File: src/rtl/bin_to_bcd_seq_if.sv
// rtl/bin_to_bcd_seq_if.sv - start/busy/done handshake and result bus for the BCD converter
interface bin_to_bcd_seq_if #(
  parameter int BIN_W    = 14,
  parameter int N_DIGITS = 4
);
  logic                  start;
  logic [BIN_W-1:0]      bin_in;
  logic                  busy;
  logic                  done;
  logic                  overflow;
  logic [N_DIGITS*4-1:0] bcd_out;

  modport master (
    output start, bin_in,
    input  busy, done, overflow, bcd_out
  );

  modport slave (
    input  start, bin_in,
    output busy, done, overflow, bcd_out
  );
endinterface

File: src/rtl/bin_to_bcd_seq.sv
// rtl/bin_to_bcd_seq.sv - sequential shift-and-add-3 binary to packed BCD converter
module bin_to_bcd_seq #(
  parameter int BIN_W    = 14,
  parameter int N_DIGITS = 4
) (
  input  logic              clk,
  input  logic              reset,
  bin_to_bcd_seq_if.slave   bus
);
  localparam int BCD_W = N_DIGITS * 4;
  localparam int CNT_W = $clog2(BIN_W);

  function automatic longint unsigned pow10(input int n);
    longint unsigned r;
    r = 1;
    for (int i = 0; i < n; i++) r = r * 10;
    return r;
  endfunction

  localparam logic [BIN_W-1:0] MAX_VAL = BIN_W'(pow10(N_DIGITS) - 1);
  localparam logic [CNT_W-1:0] LAST_CNT = CNT_W'(BIN_W - 1);

  typedef enum logic {IDLE, CONVERT} state_t;

  state_t             state_q, state_d;
  logic [BIN_W-1:0]   shift_q, shift_d;
  logic [BCD_W-1:0]   scratch_q, scratch_d;
  logic [CNT_W-1:0]   cnt_q, cnt_d;
  logic               ovf_pend_q, ovf_pend_d;
  logic [BCD_W-1:0]   bcd_q, bcd_d;
  logic               ovf_q, ovf_d;
  logic               done_q, done_d;
  logic [BCD_W-1:0]   adj;
  logic [BCD_W-1:0]   step_scratch;

  always_ff @(posedge clk) begin
    if (reset) begin
      state_q    <= IDLE;
      shift_q    <= '0;
      scratch_q  <= '0;
      cnt_q      <= '0;
      ovf_pend_q <= 1'b0;
      bcd_q      <= '0;
      ovf_q      <= 1'b0;
      done_q     <= 1'b0;
    end else begin
      state_q    <= state_d;
      shift_q    <= shift_d;
      scratch_q  <= scratch_d;
      cnt_q      <= cnt_d;
      ovf_pend_q <= ovf_pend_d;
      bcd_q      <= bcd_d;
      ovf_q      <= ovf_d;
      done_q     <= done_d;
    end
  end

  always_comb begin
    state_d    = state_q;
    shift_d    = shift_q;
    scratch_d  = scratch_q;
    cnt_d      = cnt_q;
    ovf_pend_d = ovf_pend_q;
    bcd_d      = bcd_q;
    ovf_d      = ovf_q;
    done_d     = 1'b0;

    // Each digit is corrected from the pre-step value, independently of its neighbours.
    adj = scratch_q;
    for (int d = 0; d < N_DIGITS; d++) begin
      if (scratch_q[d*4 +: 4] >= 4'd5) adj[d*4 +: 4] = scratch_q[d*4 +: 4] + 4'd3;
    end
    step_scratch = {adj[BCD_W-2:0], shift_q[BIN_W-1]};

    case (state_q)
      IDLE: begin
        if (bus.start) begin
          state_d    = CONVERT;
          shift_d    = bus.bin_in;
          scratch_d  = '0;
          cnt_d      = '0;
          ovf_pend_d = (bus.bin_in > MAX_VAL);
        end
      end
      CONVERT: begin
        scratch_d = step_scratch;
        shift_d   = {shift_q[BIN_W-2:0], 1'b0};
        cnt_d     = cnt_q + 1'b1;
        if (cnt_q == LAST_CNT) begin
          state_d = IDLE;
          bcd_d   = ovf_pend_q ? {BCD_W{1'b1}} : step_scratch;
          ovf_d   = ovf_pend_q;
          done_d  = 1'b1;
        end
      end
      default: state_d = IDLE;
    endcase
  end

  assign bus.busy     = (state_q == CONVERT);
  assign bus.done     = done_q;
  assign bus.overflow = ovf_q;
  assign bus.bcd_out  = bcd_q;
endmodule

File: src/flat_wrapper.sv
// flat-port wrapper written by rule: the top's interface ports become plain ports
module bin_to_bcd_seq_flat 
#(
  parameter int BIN_W    = 14,
  parameter int N_DIGITS = 4
)
  (clk, reset, bus_start, bus_bin_in, bus_busy, bus_done, bus_overflow, bus_bcd_out);
  bin_to_bcd_seq_if #(.BIN_W(BIN_W), .N_DIGITS(N_DIGITS)) bus_i ();
  input  logic clk;
  input  logic reset;
  input wire logic [$bits(bus_i.start)-1:0] bus_start;
  input wire logic [$bits(bus_i.bin_in)-1:0] bus_bin_in;
  output wire logic [$bits(bus_i.busy)-1:0] bus_busy;
  output wire logic [$bits(bus_i.done)-1:0] bus_done;
  output wire logic [$bits(bus_i.overflow)-1:0] bus_overflow;
  output wire logic [$bits(bus_i.bcd_out)-1:0] bus_bcd_out;
  assign bus_i.start = bus_start;
  assign bus_i.bin_in = bus_bin_in;
  assign bus_busy = bus_i.busy;
  assign bus_done = bus_i.done;
  assign bus_overflow = bus_i.overflow;
  assign bus_bcd_out = bus_i.bcd_out;
  bin_to_bcd_seq #(.BIN_W(BIN_W), .N_DIGITS(N_DIGITS)) u_core (.clk(clk), .reset(reset), .bus(bus_i));
endmodule
File: config.mk
export PLATFORM = sky130hd
export DESIGN_NAME = bin_to_bcd_seq_flat
export DESIGN_NICKNAME = d
export VERILOG_FILES = /design/src/rtl/bin_to_bcd_seq_if.sv /design/src/rtl/bin_to_bcd_seq.sv /design/src/flat_wrapper.sv
export SDC_FILE = /design/constraint.sdc
export NUM_CORES = 1
export LEC_CHECK = 0
export ABC_CLOCK_PERIOD_IN_PS = 2700
export CORE_ASPECT_RATIO = 1.2
export CORE_MARGIN = 1.5
export CORE_UTILIZATION = 45
export CTS_CLUSTER_DIAMETER = 60
export DETAILED_ROUTE_END_ITERATION = 7
export GPL_ROUTABILITY_DRIVEN = 0
export PLACE_DENSITY = 0.68
export SYNTH_ARGS = -nofsm -noshare
export SYNTH_HDL_FRONTEND = slang
export SYNTH_SLANG_ARGS = --single-unit
export TNS_END_PERCENT = 10
File: constraint.sdc
create_clock -name clk -period 2.7 [get_ports clk]
set_clock_uncertainty 0.05 [all_clocks]
set_input_delay 0.54 -clock clk [delete_from_list [all_inputs] [get_ports clk]]
set_output_delay 0.54 -clock clk [all_outputs]
set_load 0.03 [all_outputs]
# ---- Word level (Yosys, flattened, before mapping)
# Cells that the tools add are included.
dict set report word_totals {
  ff_bits 54
  latchBits 0
  ram_bits 0
  rom_bits 0
  output_inout_bits 19
  wordCells 39
  n_memories 0
}
dict set report classes {
  n_addsub 5
  multipliers 0
  div_mod_pow 0
  order_cmp 5
  n_eq_ne 2
  shifts 0
  n_mux 15
  bitwise_logic 1
  reduce_logical 3
}
# cell count
set ops {}
lappend ops {{2-to-1 mux 16 bit} 2}
lappend ops {{one-hot mux 16 bit (2 select lines)} 1}
lappend ops {{one-hot mux 14 bit (2 select lines)} 1}
lappend ops {{greater-or-equal comparator 4 x 3 -> 1 bit (second input constant)} 4}
lappend ops {{2-to-1 mux 4 bit} 4}
lappend ops {{greater-than comparator 14 bit (second input constant)} 1}
lappend ops {{2-to-1 mux 14 bit} 1}
lappend ops {{adder 4 x 2 -> 4 bit (second input constant)} 3}
lappend ops {{one-hot mux 4 bit (2 select lines)} 1}
lappend ops {{adder 4 x 1 -> 4 bit (second input constant)} 1}
lappend ops {{== test 4 bit (second input constant)} 1}
lappend ops {{AND reduction 2 bit} 2}
lappend ops {{adder 3 x 2 -> 3 bit (second input constant)} 1}
lappend ops {{2-to-1 mux 1 bit} 3}
lappend ops {{2-to-1 mux 3 bit} 1}
lappend ops {{inequality test 2 bit (second input constant)} 1}
lappend ops {{one-hot mux 1 bit (2 select lines)} 1}
lappend ops {{OR reduction 2 bit} 1}
lappend ops {{NOT 1 bit} 1}

# ---- Logic depth before layout (Yosys ltp)
# Gate-level depths: netlist (run 1).
dict set report logic_depth {
  ltp_word 3
  ltp_mapped 7
}

# ---- Worst setup path before layout (run 1)
# No wires, ideal clock.
dict set report synth_path {
  path_type {flip-flop to flip-flop}
  startpoint {register u_core.scratch_q[9]}
  endpoint {register u_core.bcd_q[10], in the netlist u_core.bus.bcd_out[10]}
  setup_ns 0.086
  arrival_ns 1.434
  required_time_ns 2.564
  path_slack_ns 1.130
  stages_incl_launch_ff 7
  period_less_slack_ns 1.570
  path_cell_list {dfxtp_1 -> inv_1 -> ha_1 -> nand2b_1 -> a21oi_1 -> mux2_2 -> a211oi_1}
}
dict set report synth_via {
  elab_chain_cells 3
}
# element line_no
set synth_rtl {}
lappend synth_rtl {{start: declaration} bin_to_bcd_seq.sv:27} ;# logic [BCD_W-1:0] scratch_q, scratch_d;
lappend synth_rtl {{start signal: assignment} bin_to_bcd_seq.sv:49} ;# scratch_q <= scratch_d;
lappend synth_rtl {{adder 4 x 2 -> 4 bit / greater-or-equal comparator 4 x 3 -> 1 bit (equally long branches)} bin_to_bcd_seq.sv:71} ;# if (scratch_q[d*4 +: 4] >= 4'd5) adj[d*4 +: 4] = scratch_q[d*4 +: 4] + 4'd3;
lappend synth_rtl {{2-to-1 mux 4 bit (*)} bin_to_bcd_seq.sv:71}
lappend synth_rtl {{2-to-1 mux 16 bit (*)} bin_to_bcd_seq.sv:91} ;# bcd_d = ovf_pend_q ? {BCD_W{1'b1}} : step_scratch;
lappend synth_rtl {{end signal: assignment} bin_to_bcd_seq.sv:43} ;# bcd_q <= '0;
lappend synth_rtl {{end signal: assignment} bin_to_bcd_seq.sv:52} ;# bcd_q <= bcd_d;
lappend synth_rtl {{end: declaration} bin_to_bcd_seq.sv:30} ;# logic [BCD_W-1:0] bcd_q, bcd_d;
# Every way passes the cells marked *; elsewhere a longest branch is shown, timed or not.
# A chain may end at the register's enable or synchronous reset.

# ---- Final worst setup path (run 1)
dict set report layout_path {
  startpoint {register u_core.state_q, in the netlist u_core.bus.busy}
  endpoint {output bus_busy}
}
# element line_no
set layout_lines {}
lappend layout_lines {{start: declaration} bin_to_bcd_seq.sv:25} ;# state_t state_q, state_d;
lappend layout_lines {{start signal: assignment} bin_to_bcd_seq.sv:47} ;# state_q <= state_d;
lappend layout_lines {{end: declaration} flat_wrapper.sv:13} ;# output wire logic [$bits(bus_i.busy)-1:0] bus_busy;
# No word-level cell between the ends.

==> results by group, run 1 <==
Status
  • Status: completed

Drt
  • Total Wirelength: 4800 µm
  • Wire length on met3: 207 µm
  • Routed wire length per instance: 12.9 µm
  • Routed Antenna Nets: 0
  • First-pass DRT Iterations: 4
  • DR WL met2: 2290 µm
  • Via count: 1996
  • Top Layer Used: met4
  • DR vias/cell: 5.38
  • Drt initial violations: 70
  • Post-route DRC: 0
  • WL met1: 2270 µm

CTS
  • Root buffer cell: clkbuf_8
  • Post-CTS setup buffer count: 0
  • Post_cts resized: 0
  • Inserted Clock Buffers: 5
  • Clock Tree Buf Depth: 2
  • Hold buffers post-CTS: 0
  • Clock-pin transition on the worst setup and hold timing paths: 0.09 ns
  • Clock sink total: 54
  • TritonCTS clock tree: yes
  • Clk_lat worst skew: 0.30 ns
  • H-tree depth: 2

Global routing
  • Vias in the first global route: 1836
  • Remaining global-route overflow: 0
  • Total GRT Usage: 16.6%
  • First-pass GRT wire length: 8140 µm
  • Initial antenna violation count: 0
  • Largest net degree at the start of global routing: 44

Critical path
  • CP delay by family, top: buffers and inverters
  • Worst path slowest cell: clkdlybuf4s50_1
  • Crit-path max cell delay: 0.75 ns
  • Sum of buffers and inverters on the critical path: 1
  • CP Max Fanout: 22
  • Crit path kind: flip-flop to primary output
  • Startpoint kind of the worst setup timing path: flip-flop
  • Flop-to-flop setup slack: 0.96 ns
  • Crit path DAT: 1.61 ns
  • Critical Path RT: 2.11 ns
  • Worst-path cell chain: clkdlybuf4s50_1
  • Crit end category: primary output

Power
  • Pleak: 1.04 nW
  • P_sw: 0.341 mW
  • Pint: 1.14 mW
  • Sequential Power Share: 55.9%
  • Sw frac: 23.0%
  • VDD IR-drop max: 0.291 mV
  • Power Density: 505 mW/mm²
  • Clock network power share: 36.2%
  • Comb pwr share: 7.9%

STA
  • RSZ-0062 raised after global routing: false
  • Worst-Margin Slew: 0.460 ns
  • Peak Freq: 0.455 GHz
  • Crit share post-route: 81.5%
  • Minimum clock period: 2.20 ns
  • Relative slew slack: 69.3%
  • Final hold vios: 0
  • Final Max Slew Viols: 0
  • Worst hold margin: 0.437 ns
  • Final number of setup-violating endpoints: 0
  • Sum Neg Setup Slack: 0 ns

Placement
  • Estimated wirelength of the detail-placed design: 3380 µm
  • Port Buf Inserts: 35
  • Cell Area, Placed: 0.00283 mm²

Synth
  • Number of synthesized flops with an enable pin: 0
  • Mean cell area of the mapped netlist: 8.79 µm²
  • Mapped Cells: 281
  • Most frequent cell after synthesis: dfxtp_1
  • Top FF cell, synth: dfxtp_1
  • Mapped Nets: 308
  • Synth area leader: dfxtp_1
  • Synth unique cells: 31
  • FF+latch count, synth: 54
  • Synth top area cells: dfxtp_1, nor2_1, a21oi_1
  • Post-synth ARST share: 0%
  • Most frequent cells after synthesis: dfxtp_1, nor2_1, a21oi_1
  • Synth Warn #: 0
  • Post-synth top area share: 43.8%
  • Register area share after synthesis: 43.8%
  • Netlist Area Pre-Place: 0.00247 mm²

Layout
  • Layout Nets: 335
  • Post-Layout Inst Area: 0.00294 mm²
  • Area Growth Syn to Fin: 18.9%
  • Share of cells above drive strength 1: 6.80%
  • Antenna cell count: 0

Floorplanning
  • Die span in y: 84.1 µm
  • Die width: 70.6 µm
  • Initial cell density of the core: 46.6%
  • Core ar.: 0.00530 mm²
  • Die area: 0.00594 mm²
  • Io pins: 36
  • FP Rows: 29

Job
  • Total of max-cap violations: 0

Worst hold path
  • Worst hold path type: flip-flop to flip-flop
-- power groups by stage --
stage | Clock (mW) | Combinational [mW] | Sequential, mW
after CTS | 0.549 | 0.119 | 0.829
after floorplan | 0 | 0.0839 | 0.841
final | 0.535 | 0.117 | 0.828
after global placement | 0 | 0.116 | 0.847
after detailed placement | 0 | 0.118 | 0.847
after global routing | 0.578 | 0.131 | 0.832
-- cell families (layout without fill, tap and decap cells) --
group	after synthesis	after routing	synth area share (%)
simple gates	95	95	18.2
xor+xnor	4	4	1.42
fa+ha+maj	10	10	5.07
compound gates	67	67	17.6
buf+inv	33	61	6.39
mux	18	18	7.50
flops	54	54	43.8
-- layer usage --
layer	GRT usage, %	up-vias
li1	-	1034
met2	27.7	46
met4	5.32	0
met3	3.72	4
met5	0	-
met1	21.2	912
-- worst paths after layout --
kind,start,endpoint,cells after the start
setup / recovery,u_core.bus.busy$_SDFF_PP0_,bus_busy,1
hold / removal,u_core.bus.overflow$_SDFFE_PP0P_,u_core.bus.overflow$_SDFFE_PP0P_,2
setup reg to reg,u_core.cnt_q[0]$_SDFFE_PP0P_,u_core.bus.bcd_out[8]$_SDFFE_PP0P_,5
hold reg to reg,u_core.bus.overflow$_SDFFE_PP0P_,u_core.bus.overflow$_SDFFE_PP0P_,2
-- area by class of cell --
type / instances / area [µm²]
inverters: 13 / 48.8
well taps: 62 / 77.6
fillers: 500 / 2360
flip-flops and latches: 54 / 1080
multi-input cells: 194 / 1230
clock buffers: 5 / 68.8
repair buffers: 40 / 388
clock inverters: 3 / 40.0
-- metrics by stage --
step	power [mW]	instances	utilization (%)	setup slack, ns
detailed placement	0.965	363	53.4	0.649
floorplan	0.925	281	-	1.13
global placement	0.962	363	53.4	0.692
global route	1.54	371	55.4	0.414
CTS	1.50	371	55.4	0.486
finish	1.48	371	55.4	0.501
-- sequential cells by signal, indices dropped and copies added (netlist names) --
signal,flops
u_core.bus.bcd_out,16
u_core.bus.busy,1
u_core.bus.done,1
u_core.bus.overflow,1
u_core.cnt_q,4
u_core.ovf_pend_q,1
u_core.scratch_q,16
u_core.shift_q,14
-- cells in the final DEF (no fill, tap or decap), drive strengths merged, types with 2 or more instances in the layout --
cell type and count:
clkdlybuf4s50 35, nand3b 2, nor3b 7, o32ai 11, nand2b 13, nand2 7
ha 10, nand3 2, clkbuf 5, buf 5, a211oi 11, inv 13
o21ai 9, nor3 7, xnor2 4, o22ai 4, mux2 4, clkinv 2
dfxtp 54, a21oi 29, mux2i 14, nor2 52
-- tightest hold or removal path: cells and delay by family (launching register included) --
| family | cells | cell delay, ns |
|---|---|---|
| flip-flops | 1 | 0.34 |
| AO/OA/AOI/OAI | 1 | 0.05 |
| AND/OR/NAND/NOR | 1 | 0.06 |
No activity file was read; power rests on OpenSTA's default activity.
==> run 2, diff against run 1 <==
--- a/config.mk
+++ b/config.mk
@@ -5,14 +5,14 @@
 export SDC_FILE = /design/constraint.sdc
 export NUM_CORES = 1
 export LEC_CHECK = 0
-export ABC_CLOCK_PERIOD_IN_PS = 2700
+export ABC_CLOCK_PERIOD_IN_PS = 1900
 export CORE_ASPECT_RATIO = 1.2
 export CORE_MARGIN = 1.5
 export CORE_UTILIZATION = 45
 export CTS_CLUSTER_DIAMETER = 60
 export DETAILED_ROUTE_END_ITERATION = 7
 export GPL_ROUTABILITY_DRIVEN = 0
-export PLACE_DENSITY = 0.68
+export PLACE_DENSITY = 0.71
 export SYNTH_ARGS = -nofsm -noshare
 export SYNTH_HDL_FRONTEND = slang
 export SYNTH_SLANG_ARGS = --single-unit
==> constraint.sdc (replaced) <==
create_clock -name clk -period 1.9 [get_ports clk]
set_clock_uncertainty 0.05 [all_clocks]
set_input_delay 0.38 -clock clk [delete_from_list [all_inputs] [get_ports clk]]
set_output_delay 0.38 -clock clk [all_outputs]
set_load 0.03 [all_outputs]
==> run 2 against run 1 <==
Net effect:
- clock-buffer cell count grew 2
- non-clock buffer count grew 5
- sequential power grew 41%
- cell area grew 1.0%
- register-to-register slack lost 0.78 ns
- sequential share of layout area shrank 0.37 points
- sequential cell count is the same
- largest power group unchanged
- highest routed layer unchanged
==> results by group, run 2 (same netlist as run 1, synthesis figures left out) <==
Global routing
  • Initial antenna violation count: 0 (unchanged)
  • Remaining global-route overflow: 0 (unchanged)
  • First-pass GRT wire length: 8180 µm (+0.50%)
  • Total GRT Usage: 16.8% (+0.23 points)
  • Vias in the first global route: 1873 (+2.0%)
  • Largest net degree at the start of global routing: 36 (-18%)

Critical path
  • Sum of buffers and inverters on the critical path: 1 (unchanged)
  • Critical Path RT: 1.47 ns (-0.64 ns)
  • CP Max Fanout: 2 (-91%)
  • Crit end category: primary output
  • CP delay by family, top: buffers and inverters
  • Crit path DAT: 1.32 ns (-0.29 ns)
  • Flop-to-flop setup slack: 0.18 ns (-0.78 ns)
  • Crit path kind: flip-flop to primary output
  • Worst path slowest cell: clkdlybuf4s50_1
  • Startpoint kind of the worst setup timing path: flip-flop
  • Worst-path cell chain: clkdlybuf4s50_1
  • Crit-path max cell delay: 0.67 ns (-0.08 ns)

Layout
  • Antenna cell count: 0 (unchanged)
  • Share of cells above drive strength 1: 8.28% (+1.5 points)
  • Layout Nets: 340 (+1.5%)
  • Most frequent cells in the layout: dfxtp_1, nor2_1, clkdlybuf4s50_1
  • Most common cell after layout, fill and taps aside: dfxtp_1
  • Post-Layout Cell Count: 376 (+1.3%)
  • Final Util: 56.0% (+0.57 points)
  • Fillers: 485 (-3.0%)
  • Post-Layout Inst Area: 0.00297 mm² (+1.0%)
  • Area Growth Syn to Fin: 20.1%

Floorplanning
  • Die span in y: 84.1 µm (unchanged)
  • Die area: 0.00594 mm² (unchanged)
  • Initial cell density of the core: 46.6% (unchanged)
  • Io pins: 36 (unchanged)
  • Core ar.: 0.00530 mm² (unchanged)
  • FP Rows: 29 (unchanged)
  • Die width: 70.6 µm (unchanged)

CTS
  • Clk_lat worst skew: 0.31 ns (about the same)
  • Clock Tree Buf Depth: 2 (unchanged)
  • TritonCTS clock tree: yes
  • Root buffer cell: clkbuf_8
  • Inserted Clock Buffers: 5 (unchanged)
  • Clock sink total: 54 (unchanged)
  • Hold buffers post-CTS: 0 (unchanged)
  • Post-CTS setup buffer count: 0 (unchanged)
  • Clock-pin transition on the worst setup and hold timing paths: 0.10 ns (about the same)
  • H-tree depth: 2 (unchanged)
  • Post_cts resized: 0 (unchanged)

Placement
  • Post-placement worst setup slack: 0.141 ns (-0.508 ns)
  • Port Buf Inserts: 35 (unchanged)
  • Cell Area, Placed: 0.00287 mm² (+1.7%)
  • Estimated wirelength of the detail-placed design: 3510 µm (+3.8%)
  • Cell total after placement: 368 (+1.4%)

Power
  • Power Density: 680 mW/mm² (+35%)
  • Pleak: 1.06 nW (+2.0%)
  • VDD IR-drop max: 0.407 mV (+40%)
  • Pint: 1.54 mW (+35%)
  • P_sw: 0.480 mW (+41%)
  • Power after layout: 2.02 mW (+36%)
  • Sw frac: 23.8% (+0.81 points)
  • Sequential Power Share: 58.2% (+2.3 points)
  • Clock network power share: 32.8% (-3.4 points)
  • Comb pwr share: 9.1% (+1.2 points)

STA
  • Crit share post-route: 92.4%
  • Relative slew slack: 72.5% (+3.2 points)
  • Minimum clock period: 1.75 ns
  • Final number of setup-violating endpoints: 0 (unchanged)
  • Sum Neg Setup Slack: 0 ns (unchanged)
  • Worst setup margin: 0.145 ns (-0.356 ns)
  • Worst-Margin Slew: 0.412 ns (-0.0485 ns)
  • Final hold vios: 0 (unchanged)
  • Peak Freq: 0.570 GHz
  • Worst hold margin: 0.423 ns (-0.0141 ns)
  • Final Max Slew Viols: 0 (unchanged)
  • RSZ-0062 raised after global routing: false

Drt
  • DR WL met2: 2300 µm (+0.66%)
  • Top Layer Used: met4
  • Drt initial violations: 100 (+43%)
  • DR vias/cell: 5.37 (-0.24%)
  • Wire length on met3: 163 µm (-21%)
  • Post-route DRC: 0 (unchanged)
  • Via count: 2018 (+1.1%)
  • First-pass DRT Iterations: 5 (+1)
  • Total Wirelength: 4770 µm (-0.69%)
  • WL met1: 2240 µm (-1.2%)
  • Routed wire length per instance: 12.7 µm (-2.0%)
  • Routed Antenna Nets: 0 (unchanged)

Status
  • Status: completed

Worst hold path
  • Worst hold path type: flip-flop to flip-flop

Job
  • Total of max-cap violations: 0 (unchanged)
-- run 2: cell type report --
type	instances	area, µm²	area share [%]
Multi-Input combinational cell	194	1230	41.5
Sequential cell	54	1080	36.5
Timing Repair Buffer	45	435	14.7
Clock buffer	7	86.3	2.91
Tap cell	62	77.6	2.62
Inverter	13	48.8	1.65
Clock inverter	1	5.00	0.169
-- run 2: worst register-to-register path: stages, from the launching register on --
cell and delay, ns:
dfxtp_1 0.35, inv_1 0.08, ha_1 0.17, nand2b_1 0.14, a21oi_1 0.24, mux2_2 0.41
a211oi_2 0.21
-- run 2: power by group through the flow --
stage	Combinational, mW	Sequential, mW	Clock, mW
after floorplan	0.119	1.19	0
after global placement	0.181	1.20	0
after detailed placement	0.184	1.20	0
after CTS	0.185	1.17	0.680
after global routing	0.203	1.18	0.725
final	0.183	1.17	0.661
-- run 2: final timing paths --
check	start	endpoint	depth (start not counted)
hold / removal	u_core.bus.overflow$_SDFFE_PP0P_	u_core.bus.overflow$_SDFFE_PP0P_	2
setup / recovery	u_core.bus.bcd_out[13]$_SDFFE_PP0P_	bus_bcd_out[13]	1
hold reg to reg	u_core.bus.overflow$_SDFFE_PP0P_	u_core.bus.overflow$_SDFFE_PP0P_	2
setup reg to reg	u_core.scratch_q[1]$_SDFFE_PP0P_	u_core.bus.bcd_out[2]$_SDFFE_PP0P_	6
-- run 2: metal layers --
layer | vias to the layer above | GRT usage [%]
met5 | - | 0
met4 | 0 | 5.49
met1 | 934 | 20.4
met2 | 37 | 29.6
li1 | 1042 | -
met3 | 5 | 3.36
==> run 3, diff against run 2 <==
--- a/config.mk
+++ b/config.mk
@@ -9,10 +9,12 @@
 export CORE_ASPECT_RATIO = 1.2
 export CORE_MARGIN = 1.5
 export CORE_UTILIZATION = 45
+export CTS_BUF_LIST = sky130_fd_sc_hd__clkbuf_8
 export CTS_CLUSTER_DIAMETER = 60
 export DETAILED_ROUTE_END_ITERATION = 7
 export GPL_ROUTABILITY_DRIVEN = 0
 export PLACE_DENSITY = 0.71
+export REMOVE_ABC_BUFFERS = 1
 export SYNTH_ARGS = -nofsm -noshare
 export SYNTH_HDL_FRONTEND = slang
 export SYNTH_SLANG_ARGS = --single-unit
==> run 3 against run 2 <==
Net effect:
- power grew 5.8%
- sequential cell count is the same
- sequential share of layout area shrank 0.077 points
- critical path type unchanged
- maximum frequency shrank 1.3%
- sequential power is essentially flat
==> results by group, run 3 (same netlist as run 1, synthesis figures left out) <==
Status
  • Status: completed

Layout
  • Layout Nets: 338 (-0.59%)
  • Most frequent cells in the layout: dfxtp_1, nor2_1, clkdlybuf4s50_1
  • Fillers: 489 (+0.82%)
  • Final Util: 56.1% (+0.12 points)
  • Antenna cell count: 0 (unchanged)
  • Most common cell after layout, fill and taps aside: dfxtp_1
  • Share of cells above drive strength 1: 7.72% (-0.56 points)
  • Area Growth Syn to Fin: 20.4%

Floorplanning
  • Core ar.: 0.00530 mm² (unchanged)
  • Initial cell density of the core: 46.6% (unchanged)
  • FP Rows: 29 (unchanged)
  • Die area: 0.00594 mm² (unchanged)
  • Die width: 70.6 µm (unchanged)
  • Die span in y: 84.1 µm (unchanged)
  • Io pins: 36 (unchanged)

Critical path
  • Crit end category: primary output
  • Crit path kind: flip-flop to primary output
  • Crit-path max cell delay: 0.68 ns (about the same)
  • Worst path slowest cell: clkdlybuf4s50_1
  • Worst-path cell chain: clkdlybuf4s50_1
  • Sum of buffers and inverters on the critical path: 1 (unchanged)
  • CP Max Fanout: 2 (unchanged)
  • CP delay by family, top: buffers and inverters
  • Critical Path RT: 1.47 ns (about the same)
  • Crit path DAT: 1.35 ns (+0.03 ns)
  • Startpoint kind of the worst setup timing path: flip-flop

Worst hold path
  • Worst hold path type: flip-flop to flip-flop

CTS
  • Post_cts resized: 0 (unchanged)
  • H-tree depth: 2 (unchanged)
  • Clock-pin transition on the worst setup and hold timing paths: 0.09 ns (about the same)
  • Clock Tree Buf Depth: 2 (unchanged)
  • Root buffer cell: clkbuf_8
  • Post-CTS setup buffer count: 0 (unchanged)
  • Inserted Clock Buffers: 5 (unchanged)
  • Clk_lat worst skew: 0.31 ns (about the same)
  • Clock sink total: 54 (unchanged)
  • Hold buffers post-CTS: 0 (unchanged)
  • TritonCTS clock tree: yes

STA
  • Sum Neg Setup Slack: 0 ns (unchanged)
  • Final hold vios: 0 (unchanged)
  • Final number of setup-violating endpoints: 0 (unchanged)
  • Worst-Margin Slew: 0.451 ns (+0.0394 ns)
  • Relative slew slack: 69.9% (-2.6 points)
  • Crit share post-route: 93.6% (+1.2 points)
  • Minimum clock period: 1.78 ns (+0.0228 ns)
  • Peak Freq: 0.563 GHz (-1.3%)
  • Final Max Slew Viols: 0 (unchanged)
  • RSZ-0062 raised after global routing: false

Drt
  • Post-route DRC: 0 (unchanged)
  • First-pass DRT Iterations: 5 (unchanged)
  • Routed Antenna Nets: 0 (unchanged)
  • Routed wire length per instance: 12.9 µm (+1.5%)
  • Via count: 2029 (+0.55%)
  • DR vias/cell: 5.44 (+1.4%)
  • Total Wirelength: 4800 µm (+0.71%)
  • Drt initial violations: 104 (+4.0%)

Placement
  • Estimated wirelength of the detail-placed design: 3400 µm (-3.3%)
  • Port Buf Inserts: 35 (unchanged)

Power
  • VDD IR-drop max: 0.439 mV (+7.7%)
  • Pleak: 1.06 nW (about the same)
  • Power Density: 718 mW/mm² (+5.6%)

Job
  • Total of max-cap violations: 0 (unchanged)

Global routing
  • First-pass GRT wire length: 8130 µm (-0.59%)
  • Vias in the first global route: 1757 (-6.2%)
  • Largest net degree at the start of global routing: 45 (+25%)
  • Total GRT Usage: 16.9% (+0.13 points)
  • Initial antenna violation count: 0 (unchanged)
  • Remaining global-route overflow: 0 (unchanged)
[run 3: cell types whose count changed in the layout (fill, tap and decap cells not counted)]
cell / previous run / this run
clkbuf_1: 1 / 0
bufinv_16: 0 / 1
buf_4: 10 / 8
clkinv_2: 1 / 0
[run 3: final timing paths]
path	start	endpoint	slack [ns]	cells after the start
worst min register to register	u_core.bus.overflow$_SDFFE_PP0P_	u_core.bus.overflow$_SDFFE_PP0P_	0.44	2
worst max-delay path	u_core.bus.overflow$_SDFFE_PP0P_	bus_overflow	0.12	1
worst max register to register	u_core.scratch_q[5]$_SDFFE_PP0P_	u_core.bus.bcd_out[6]$_SDFFE_PP0P_	0.19	6
worst min-delay path	u_core.bus.overflow$_SDFFE_PP0P_	u_core.bus.overflow$_SDFFE_PP0P_	0.44	2
[run 3: through the flow]
| stage | hold WS, ns | worst slack (ns) | total power [mW] | area, µm² | instances |
|---|---|---|---|---|---|
| after floorplan | 0.395 | -0.720 | 1.28 | 2360 | 261 |
| after global placement | 0.418 | 0.183 | 1.38 | 2860 | 366 |
| final | 0.441 | 0.122 | 2.13 | 2970 | 373 |
| after CTS | 0.446 | 0.104 | 2.16 | 2970 | 373 |
| after detailed placement | 0.429 | 0.140 | 1.38 | 2860 | 366 |
| after global routing | 0.473 | 0.0513 | 2.24 | 2970 | 373 |
[run 3: power breakdown]
part	switching (mW)	internal, mW
Sequential	0.0161	1.15
Clock	0.360	0.422
Combinational	0.0980	0.0826
[run 3: final cells by class]
cell class	count	area, µm²	area share (%)
clock inverters	1	30.0	1.01
flip-flops and latches	54	1080	36.4
repair buffers	43	420	14.1
inverters	13	48.8	1.64
multi-input cells	194	1230	41.4
well taps	62	77.6	2.61
clock buffers	6	82.6	2.78
[run 3: routing by layer]
metal,part of all wire [%],GRT usage [%],up-vias
li1,-,-,1034
met1,49,23.0,947
met2,46,27.1,41
met3,3.5,2.52,7
met4,1.6,6.69,0
met5,0,0,-
